$ cat src/rtl/mux_r_out.sv
// Output-port mux: latches register-file writes into eight 8-bit ports
// and mirrors each accepted write to a peripheral over a 4-phase handshake.
//
// Parameters:
//   SEL_WR      SELEC code that requests a port write
//   TIMEOUT_CYC SEND cycles without DATO_ACK before the transfer is abandoned
// Ports:
//   CLK, RST    clock, asynchronous active-high reset
//   RX          destination port index
//   RX_DATO     write data
//   SELEC       operation select
//   WR_EN       write strobe
//   PUERTOS     eight latched ports, port n = PUERTOS[8n+7:8n]
//   DATO_OUT    handshake data
//   PUERTO_ADDR handshake port index
//   DATO_VALID  handshake request (high only in SEND)
//   DATO_ACK    handshake acknowledge from peripheral
//   BUSY        transfer in progress
//   OVERRUN     sticky: a write arrived while busy and was dropped
//   TIMEOUT     sticky: a transfer was abandoned for lack of DATO_ACK
// Build option:
//   MUX_R_OUT_TIMEOUT_EN  adds the SEND timeout counter; otherwise TIMEOUT=0
//   and SEND waits for DATO_ACK indefinitely.

module mux_r_out #(
    parameter logic [2:0] SEL_WR      = 3'b100,
    parameter logic [7:0] TIMEOUT_CYC = 8'd255
) (
    input  logic        CLK,
    input  logic        RST,
    input  logic [2:0]  RX,
    input  logic [7:0]  RX_DATO,
    input  logic [2:0]  SELEC,
    input  logic        WR_EN,
    output logic [63:0] PUERTOS,
    output logic [7:0]  DATO_OUT,
    output logic [2:0]  PUERTO_ADDR,
    output logic        DATO_VALID,
    input  logic        DATO_ACK,
    output logic        BUSY,
    output logic        OVERRUN,
    output logic        TIMEOUT
);

    typedef enum logic [1:0] {
        IDLE    = 2'd0,
        SEND    = 2'd1,
        RELEASE = 2'd2
    } state_t;

    state_t state;
    logic   wr_req;

    assign wr_req = WR_EN && (SELEC == SEL_WR);

`ifdef MUX_R_OUT_TIMEOUT_EN
    logic [7:0] cnt;
    logic       cnt_done;

    // True on the edge that closes the TIMEOUT_CYC-th SEND cycle.
    assign cnt_done = (cnt + 8'd1) == TIMEOUT_CYC;
`else
    assign TIMEOUT = 1'b0;
`endif

    always_ff @(posedge CLK or posedge RST) begin
        if (RST) begin
            state       <= IDLE;
            PUERTOS     <= 64'h0;
            DATO_OUT    <= 8'h00;
            PUERTO_ADDR <= 3'b000;
            DATO_VALID  <= 1'b0;
            BUSY        <= 1'b0;
            OVERRUN     <= 1'b0;
`ifdef MUX_R_OUT_TIMEOUT_EN
            TIMEOUT     <= 1'b0;
            cnt         <= 8'h00;
`endif
        end else begin
            unique case (state)
                IDLE: begin
                    if (wr_req) begin
                        PUERTOS[{RX, 3'b000} +: 8] <= RX_DATO;
                        DATO_OUT    <= RX_DATO;
                        PUERTO_ADDR <= RX;
                        DATO_VALID  <= 1'b1;
                        BUSY        <= 1'b1;
                        state       <= SEND;
`ifdef MUX_R_OUT_TIMEOUT_EN
                        cnt         <= 8'h00;
`endif
                    end
                end
                SEND: begin
                    if (wr_req) OVERRUN <= 1'b1;
                    if (DATO_ACK) begin
                        DATO_VALID <= 1'b0;
                        state      <= RELEASE;
                    end
`ifdef MUX_R_OUT_TIMEOUT_EN
                    else if (cnt_done) begin
                        // Port data stays; only the handshake is abandoned.
                        DATO_VALID <= 1'b0;
                        BUSY       <= 1'b0;
                        TIMEOUT    <= 1'b1;
                        state      <= IDLE;
                    end else begin
                        cnt <= cnt + 8'd1;
                    end
`endif
                end
                RELEASE: begin
                    // Still RELEASE at this edge, so a write here is dropped.
                    if (wr_req) OVERRUN <= 1'b1;
                    if (!DATO_ACK) begin
                        BUSY  <= 1'b0;
                        state <= IDLE;
                    end
                end
                default: begin
                    DATO_VALID <= 1'b0;
                    BUSY       <= 1'b0;
                    state      <= IDLE;
                end
            endcase
        end
    end

endmodule
$ cat config.mk
export PLATFORM = sky130hd
export DESIGN_NAME = mux_r_out
export DESIGN_NICKNAME = d
export VERILOG_FILES = /design/src/rtl/mux_r_out.sv
export SDC_FILE = /design/constraint.sdc
export NUM_CORES = 1
export LEC_CHECK = 0
export BUFFER_PORTS_ARGS = -buffer_cell sky130_fd_sc_hd__buf_4
export CAP_MARGIN = 20
export CORE_UTILIZATION = 51
export CTS_CLUSTER_SIZE = 25
export DETAILED_ROUTE_END_ITERATION = 8
export MAX_ROUTING_LAYER = met4
export PLACE_DENSITY = 0.76
export SLEW_MARGIN = 25
export SYNTH_ARGS = -nofsm -noshare
export SYNTH_HDL_FRONTEND = slang
export SYNTH_SLANG_ARGS = --single-unit
$ cat constraint.sdc
create_clock -name CLK -period 2.95 [get_ports CLK]
set_input_delay 0.295 -clock CLK [delete_from_list [all_inputs] [get_ports CLK]]
set_output_delay 0.295 -clock CLK [all_outputs]
set_load 0.01 [all_outputs]
==> results.md, run 1 <==
- CTS sink cnt: 80
- TritonCTS clock tree: done
- Largest family of logic cells by synthesized area: multiplexers
- Wire length per cell: 17.0 um
- Synth Area in XOR/XNOR: 0
- Num CTS Buffers: 9
- Measured slew at the worst slew-check pin: 0.795 ns
- Synth Area in Compound Gates: 0.0169
- First-pass GRT wire length: 10.5 mm
- CTS root buf: clkbuf_8
- Clock Pin Slew Worst Setup and Hold Paths: 0.08 ns
- Seq/Total Area, Yosys: 0.613
- Clock Skews: 0.00303 ns
- CP Data Arrival Time: 2.47 ns
- RSZ-0062 raised after global routing: no
- Clk_lat worst skew: 0.34 ns
- Final Cycle Share: 0.759
- Final setup viols: 0
- Yosys Warn Count: 0
- Commonest cells after routing, fill and taps aside: buf_4 (98), dfrtp_1 (80), mux2_2 (66)
- Power per cell area: 696 mW/mm^2
- Synth-to-layout area growth: 29.7%
- Worst Path Required: 3.18 ns
- Initial DRC Count: 64
- Top-level I/O count: 97
- Adder-Cell Fraction of Synth Area: 0.0307
- Final Hold Fails: 0
- N_diodes: 0
- Post-Syn Area per Cell: 15.5 um^2
- Max clock buf depth: 2
- Max Fclk: 446 MHz
- Worst slew margin: 0.469
- Max VDD drop: 0.523 mV
- Initial Utilization: 0.539
- CORE AREA: 0.00606 mm^2
- Die area: 0.00672 mm^2
- H-tree depth: 3
- DRC viols: 0
- Placer Congestion: 0.773
- FP Rows: 28
- Register area: 0.00200 mm^2
- CP Capture Type: flop
- Critical path class: flop to flop
- Die W: 82.0 um
- Final nets: 341
- Post-Synth Simple-Gate Area: 0.0552
- Synth Register Bits: 80
- Hpwl dp: 4.91 mm
- Vias in the first global route: 1,984
- Syn Std Cell Area: 0.00326 mm^2
- Max-Cap Viols: 0
- Yosys cell types: 29
- Filler cells: 447
- Final core occ: 0.699
- Max-slew violations: 0
- Die Height: 82.0 um
- Gate Count Post-Synth: 210
- Largest fanout on the critical path: 8
- Mux cell area share after synthesis: 0.264
- Fin Setup TNS: 0 ns
- Cell leakage power: 0.00227 uW
- Multi-input gate area: 0.00120 mm^2
- Fin cells: 395
- Hold-fix buffers, CTS: 0
- Syn nets: 236
- Post_cts resized: 0
- GR Util All Layers: 0.224
- # Post-CTS Setup Buffers: 0
- DRT Wirelength: 6.73 mm
- Port Buffers: 95
- Critical Path Source Type: flop
- Most common cell after layout, fill and taps aside: buf_4
- Initial antenna violation count: 0
- Hold Crit Class: input pin to async pin
- Gr ovfl total: 0
- Fin crit period: 2.24 ns
- Antenna-violating nets left: 0
- Via-per-instance ratio: 5.14
- Dpl cells: 379
- Largest net degree at the start of global routing: 49
- Tot Pwr: 2950 uW
- Share of layout cells above drive strength 1: 0.609
- DRT Pass-1 Iters: 4
- Run status: complete, no violations
- Vias: 2,029
==> cells by family (layout without fill, tap and decap cells) <==
group	count (synthesis)	in the layout
compound gates	10	10
fa+ha+maj	8	8
buf+inv	11	121
flops	80	80
mux	74	74
other cells	1	1
simple gates	26	26
==> registers in the layout (all words and copies together), names as in the netlist <==
| name | cells |
|---|---|
| PUERTO_ADDR | 3 |
| OVERRUN | 1 |
| state | 2 |
| BUSY | 1 |
| PUERTOS | 64 |
| DATO_VALID | 1 |
| DATO_OUT | 8 |
==> final cells by class <==
cell class,count,share of cell area
tap,75,0.0222
multi-input combinational,119,0.284
clock inverter,5,0.00768
timing repair buffer,98,0.174
sequential,80,0.473
inverter,7,0.00650
clock buffer,11,0.0334
==> where the power goes <==
group | internal (uW) | total (uW) | switching [uW]
logic | 454 | 812 | 358
registers | 1300 | 1420 | 118
clock network | 326 | 712 | 386
==> final timing paths <==
kind	startpoint	to	slack [ns]	depth (start not counted)
max in group asynchronous	RST	PUERTOS[13]	2.13	3
min in group CLK	RX_DATO[2]	PUERTOS[34]	0.26	2
setup / recovery	state[0]	PUERTOS[16]	0.71	6
hold reg to reg	OVERRUN	OVERRUN	0.47	1
hold / removal	RST	PUERTOS[37]	0.08	2
setup reg to reg	state[0]	PUERTOS[16]	0.71	6
==> metal layers <==
layer | GRT usage | wire length, um | vias to the layer above
met1 | 0.297 | 3040 | 1011
met5 | - | 0 | -
met2 | 0.329 | 3230 | 55
met3 | 0.0533 | 318 | 12
li1 | - | - | 951
met4 | 0.0982 | 144 | 0
==> per-stage QoR <==
step                      setup WS, ns  area [um^2]  hold WS (ns)
after global placement           0.562         4060         0.459
after CTS                        0.701         4240        0.0979
final                            0.710         4240        0.0773
after global routing             0.561         4240         0.160
after detailed placement         0.537         4060         0.463
after floorplan                  0.603         3260         0.444
==> Yosys cell counts (all sizes together) <==
cell,n,area (um^2)
inv,7,26.3
nor4b,1,8.76
mux2,74,863
nor3,1,10.0
a211oi,1,7.51
and4bb,1,12.5
nand2,6,30.0
nand4,1,6.26
a21oi,5,25.0
nand3,1,5.00
o21ai,3,15.0
a21o,1,7.51
nand4b,1,8.76
nor4,1,21.3
nor2,7,33.8
buf,3,30.0
ha,8,100
dfrtp,80,2000
clkbuf,1,3.75
nand2b,2,12.5
and2b,1,7.51
nor2b,1,6.26
and2,1,6.26
conb,1,3.75
or4,1,11.3
==> worst max-delay path: stages (launching register included) <==
cell     delay (ns)
dfrtp_1        0.41
inv_1          0.12
ha_1           0.22
and2b_1        0.23
nand2_4        0.08
nor4_4         0.66
mux2_2         0.41
Note: power is estimated with default switching activity, not from simulation.
==> run 2: changes to the inputs <==
--- a/config.mk
+++ b/config.mk
@@ -7,11 +7,11 @@
 export LEC_CHECK = 0
 export BUFFER_PORTS_ARGS = -buffer_cell sky130_fd_sc_hd__buf_4
 export CAP_MARGIN = 20
-export CORE_UTILIZATION = 51
+export CORE_UTILIZATION = 46
 export CTS_CLUSTER_SIZE = 25
 export DETAILED_ROUTE_END_ITERATION = 8
 export MAX_ROUTING_LAYER = met4
-export PLACE_DENSITY = 0.76
+export PLACE_DENSITY = 0.72
 export SLEW_MARGIN = 25
 export SYNTH_ARGS = -nofsm -noshare
 export SYNTH_HDL_FRONTEND = slang
==> constraint.sdc (replaced) <==
create_clock -name CLK -period 2 [get_ports CLK]
set_input_delay 0.2 -clock CLK [delete_from_list [all_inputs] [get_ports CLK]]
set_output_delay 0.2 -clock CLK [all_outputs]
set_load 0.01 [all_outputs]
==> run 2 against run 1 <==
Against the previous run:
- via count up 2.7%
- worst hold slack better by 0.079 ns
- combinational power up 58%
- sequential power up 46%
- critical path depth unchanged
- wire length up 1.4%
- highest routed layer unchanged
- flip-flop and latch count unchanged
- register-to-register slack worse by 0.60 ns
- global-route usage down 1.7 points
- count of clock-buffer cells in the layout down 1
==> results.md, run 2 (synthesis results as in run 1) <==
- Clock Pin Slew Worst Setup and Hold Paths: 0.08 ns
- Worst Path Required: 2.23 ns
- Wire length per cell: 15.9 um
- Dpl cells: 414
- Num CTS Buffers: 9
- CORE AREA: 0.00683 mm^2
- DRC viols: 0
- Initial Utilization: 0.478
- Largest registers: PUERTOS (64), DATO_OUT (8), PUERTO_ADDR (3)
- GR Util All Layers: 0.208
- N_diodes: 0
- CTS root buf: clkbuf_8
- Final core occ: 0.652
- Max-Cap Viols: 0
- FP Rows: 30
- Fin crit period: 1.89 ns
- Worst hold start: RX_DATO[0]
- Filler cells: 546
- Post_cts resized: 0
- R2R Path End: PUERTOS[36]
- Share of layout cells above drive strength 1: 0.626
- Die Height: 86.2 um
- First-pass GRT wire length: 10.9 mm
- Gr ovfl total: 0
- Hpwl dp: 4.72 mm
- Measured slew at the worst slew-check pin: 0.533 ns
- CTS sink cnt: 80
- R2R Setup Slk: 0.11 ns
- Hold Path Stages: 2
- Vias in the first global route: 2,106
- Critical Path Source Type: flop
- Fin cells: 430
- Register area: 0.00200 mm^2
- Worst slack at placement: -0.138 ns
- Synth-to-layout area growth: 36.5%
- Max-slew violations: 0
- Critical path class: flop to flop
- Run status: complete, no violations
- CP Capture Type: flop
- Port Buffers: 95
- Initial antenna violation count: 0
- Max VDD drop: 0.577 mV
- Final setup viols: 0
- Max Fclk: 529 MHz
- Biggest register: PUERTOS
- Die W: 86.2 um
- Final Cycle Share: 0.945
- DRT Wirelength: 6.83 mm
- Max clock buf depth: 2
- H-tree depth: 3
- Die area: 0.00744 mm^2
- Reg2Reg Launch Point: state[1]
- Initial DRC Count: 48
- Most common cell after layout, fill and taps aside: buf_4
- Hold Path End: DATO_OUT[0]
- DRT Pass-1 Iters: 4
- Hold Crit Class: input pin to flop
- Antenna-violating nets left: 0
- Multi-input gate area: 0.00120 mm^2
- Number of flip-flops in the largest register: 64
- Top-level I/O count: 97
- Fin Setup TNS: 0 ns
- Vias: 2,083
- Largest fanout on the critical path: 8
- Via-per-instance ratio: 4.84
- Placer Congestion: 0.713
- R2R depth: 6
- Final worst slack: 0.110 ns
- Power per cell area: 1010 mW/mm^2
- Tot Pwr: 4520 uW
- Worst slew margin: 0.644
- Clock Skews: 0.0105 ns
- Largest net degree at the start of global routing: 81
- RSZ-0062 raised after global routing: no
- TritonCTS clock tree: done
- Commonest cells after routing, fill and taps aside: buf_4 (107), dfrtp_1 (80), mux2_2 (66)
- CP Data Arrival Time: 2.12 ns
- Final nets: 356
- Cell leakage power: 0.00237 uW
- Final Hold Fails: 0
- # Post-CTS Setup Buffers: 0
- Clk_lat worst skew: 0.35 ns
## run 2: cell types whose count changed in the layout (fill, tap and decap cells not counted), sizes merged
cell and change:
clkbuf -1, clkinvlp -2, buf +14, dlygate4sd3 +1, bufinv +1, inv +1
## run 2: layout make-up
class                      count  share of cell area
clock inverter                 5              0.0129
multi-input combinational    119               0.270
inverter                       7             0.00674
clock buffer                  10              0.0287
sequential                    80               0.449
timing repair buffer         113               0.205
tap                           96              0.0270
## run 2: critical path: stages (launching register included)
cell     delay [ns]
dfrtp_1        0.39
inv_1          0.08
ha_1           0.16
and2b_2        0.20
nand2_4        0.06
or4_4          0.54
mux2_4         0.34
## run 2: per-layer routing
metal / vias to the layer above / global-route usage / wire length (um)
met4: 0 / 0.0909 / 123
met2: 55 / 0.297 / 3260
met5: - / - / 0
met3: 9 / 0.0390 / 261
li1: 974 / - / -
met1: 1045 / 0.291 / 3180
## run 2: stage by stage
step                      hold WS [ns]  instance area, um^2
final                            0.156                 4450
after global routing             0.152                 4450
after CTS                        0.142                 4450
after detailed placement         0.357                 4260
after global placement           0.352                 4260
after floorplan                  0.349                 3270
## run 2: what timing repair did
action	CTS	global route
setup endpoints to repair	0	8
endpoints found under the hold margin	80	0
hold buffers	1	0
## run 2: how the worst max path moves through the flow
stage                              to     start  cells past startpoint  slack (ns)
final                     PUERTOS[36]  state[1]                      6        0.11
after global routing      PUERTOS[63]  state[1]                      7        0.02
after CTS                 PUERTOS[36]  state[1]                      6        0.01
after detailed placement  PUERTOS[36]     RX[0]                      8       -0.14
after global placement    PUERTOS[33]     RX[0]                      8       -0.09
after floorplan           PUERTOS[32]  state[0]                      7        0.01
## run 2: power breakdown
part | internal [uW] | switching, uW
Clock | 573 | 582
Sequential | 1920 | 160
Combinational | 731 | 547
==> run 3: changes to the inputs <==
--- a/config.mk
+++ b/config.mk
@@ -12,7 +12,7 @@
 export DETAILED_ROUTE_END_ITERATION = 8
 export MAX_ROUTING_LAYER = met4
 export PLACE_DENSITY = 0.72
-export SLEW_MARGIN = 25
+export SLEW_MARGIN = 5
 export SYNTH_ARGS = -nofsm -noshare
 export SYNTH_HDL_FRONTEND = slang
 export SYNTH_SLANG_ARGS = --single-unit
==> constraint.sdc (replaced) <==
create_clock -name CLK -period 1.7 [get_ports CLK]
set_input_delay 0.17 -clock CLK [delete_from_list [all_inputs] [get_ports CLK]]
set_output_delay 0.17 -clock CLK [all_outputs]
set_load 0.01 [all_outputs]
==> run 3 against run 2 <==
Against the previous run:
- flip-flop and latch count unchanged
- clock skew decreased by 0.0028 ns
- the flow now finishes with violations (negative setup slack)
- clock power increased by 39%
- final area increased by 7.4%
==> results.md, run 3 (synthesis results as in run 1) <==
- CTS sink cnt: 80
- DRC viols: 0
- Critical path class: flop to flop
- Wire length per cell: 17.7 um
- Initial Utilization: 0.478
- Cell leakage power: 0.00253 uW
- Clk pwr share: 0.272
- Final Hold Fails: 0
- Max VDD drop: 0.613 mV
- H-tree depth: 3
- Sw frac: 0.294
- Filler cells: 520
- DRT Wirelength: 7.93 mm
- Synth-to-layout area growth: 46.5%
- Final worst slack: -0.159 ns
- Worst path cell trace: inv_2 > ha_4 > and2b_2 > nand2_4 > buf_6 > nor4_4 > buf_6 > mux2_4
- R2R Path End: PUERTOS[16]
- Num CTS Buffers: 9
- Power per cell area: 1240 mW/mm^2
- Fin cells: 448
- CORE AREA: 0.00683 mm^2
- Combinational fraction of design power: 0.309
- Vias in the first global route: 2,412
- Register area: 0.00200 mm^2
- Most used cell along the critical path: buf_6
- Die Height: 86.2 um
- N_diodes: 0
- TritonCTS clock tree: done
- Max-Cap Viols: 0
- Critical Path Source Type: flop
- Flop pwr share: 0.419
- Max incr delay on CP: 0.40 ns
- Clk_lat worst skew: 0.36 ns
- Most common cell after layout, fill and taps aside: buf_4
- Final core occ: 0.700
- Vias: 2,204
- P_int: 4180 uW
- Antenna-violating nets left: 0
- CTS root buf: clkbuf_8
- DRT Pass-1 Iters: 4
- Largest registers: PUERTOS (64), DATO_OUT (8), PUERTO_ADDR (3)
- NetSw: 1740 uW
- Measured slew at the worst slew-check pin: 0.610 ns
- Dpl cells: 426
- Max clock buf depth: 2
- FP Rows: 30
- Clock Skews: 0.00761 ns
- Critical Path Sink: PUERTOS[16]
- Port Buffers: 95
- Clock Pin Slew Worst Setup and Hold Paths: 0.09 ns
- R2R Setup Slk: -0.16 ns
- Top-level I/O count: 97
- Hold Crit Class: input pin to flop
- Slowest-stage cell, CP: dfrtp_1
- Hpwl dp: 5.53 mm
- Area post-placement: 0.00438 mm^2
- R2R depth: 8
- Die W: 86.2 um
- Initial antenna violation count: 0
- Fin area: 0.00478 mm^2
- Worst Path Required: 1.94 ns
- Die area: 0.00744 mm^2
- Largest net degree at the start of global routing: 34
- Initial DRC Count: 80
- Share of layout cells above drive strength 1: 0.668
- Placer Congestion: 0.745
- Gr ovfl total: 0
- Worst slew margin: 0.592
- CP Data Arrival Time: 2.10 ns
- Worst Setup SP: state[0]
- Run status: complete, but fails checks
- Biggest register: PUERTOS
- CP Capture Type: flop
- RSZ-0062 raised after global routing: yes
- Largest fanout on the critical path: 5
- Final Cycle Share: 1.09
- Tot Pwr: 5920 uW
- Failing checks: negative setup slack
- Reg2Reg Launch Point: state[0]
- Number of flip-flops in the largest register: 64
- Via-per-instance ratio: 4.92
- GR Util All Layers: 0.236
- Max-slew violations: 0
- Commonest cells after routing, fill and taps aside: buf_4 (115), dfrtp_1 (80), mux2_2 (46)
- Worst slack at placement: -0.373 ns
- Final setup viols: 56
- Fin crit period: 1.86 ns
- Max Fclk: 538 MHz
- Final nets: 373
- First-pass GRT wire length: 12.5 mm
- Multi-input gate area: 0.00135 mm^2
## run 3: cell types whose count changed in the layout (fill, tap and decap cells not counted), sizes merged
cell,before,now
clkinv,3,2
clkinvlp,1,2
clkbuf,10,9
inv,7,8
bufinv,1,2
buf,112,129
## run 3: final cells by class
class                   count  share of cell area
clock buffers               9              0.0259
repair buffers            130               0.221
multi-input cells         119               0.282
flip-flops and latches     80               0.419
clock inverters             7              0.0214
inverters                   7             0.00628
well taps                  96              0.0251
## run 3: repair_timing
item	in CTS	in global routing
setup endpoints to repair	50	58
gates resized for setup	16	16
hold buffers	1	0
pin swaps	6	2
hold endpoints to repair	22	0
buffers inserted	3	4
## run 3: worst min path at each step
stage	start	to	slack (ns)	depth (start not counted)
after floorplan	RX_DATO[1]	PUERTOS[17]	0.32	1
after global placement	RST	PUERTO_ADDR[2]	0.28	2
after detailed placement	RST	PUERTO_ADDR[2]	0.28	2
after CTS	RX_DATO[1]	PUERTOS[17]	0.09	2
after global routing	RX_DATO[1]	PUERTOS[33]	0.11	2
final	RX_DATO[0]	PUERTOS[32]	0.11	2
## run 3: stage by stage
step	TNS (ns)	hold slack [ns]
finish	-4.61	0.114
detailed placement	-15.15	0.277
CTS	-3.67	0.0919
global placement	-13.07	0.277
floorplan	-8.50	0.318
global route	-8.70	0.108
## run 3: power groups by stage
stage          combinational [uW]  clock (uW)  sequential (uW)
6_report                     1830        1610             2480
5_1_grt                      1970        1710             2520
4_1_cts                      1680        1630             2480
3_5_place_dp                 1600           0             2510
3_3_place_gp                 1560           0             2490
2_1_floorplan                 610           0             2640
## run 3: worst max-delay path, delay by kind of cell (launching register included)
kind / cells / cell delay, ns
mux: 1 / 0.30
buf+inv: 3 / 0.38
simple gates: 3 / 0.52
fa+ha+maj: 1 / 0.13
flops: 1 / 0.40
## run 3: layer usage
metal / routed length (um) / vias to the layer above / GRT usage
li1: - / 1011 / -
met1: 3660 / 1114 / 0.312
met2: 3840 / 73 / 0.368
met3: 366 / 6 / 0.0581
met4: 69 / 0 / 0.0591
met5: 0 / - / -
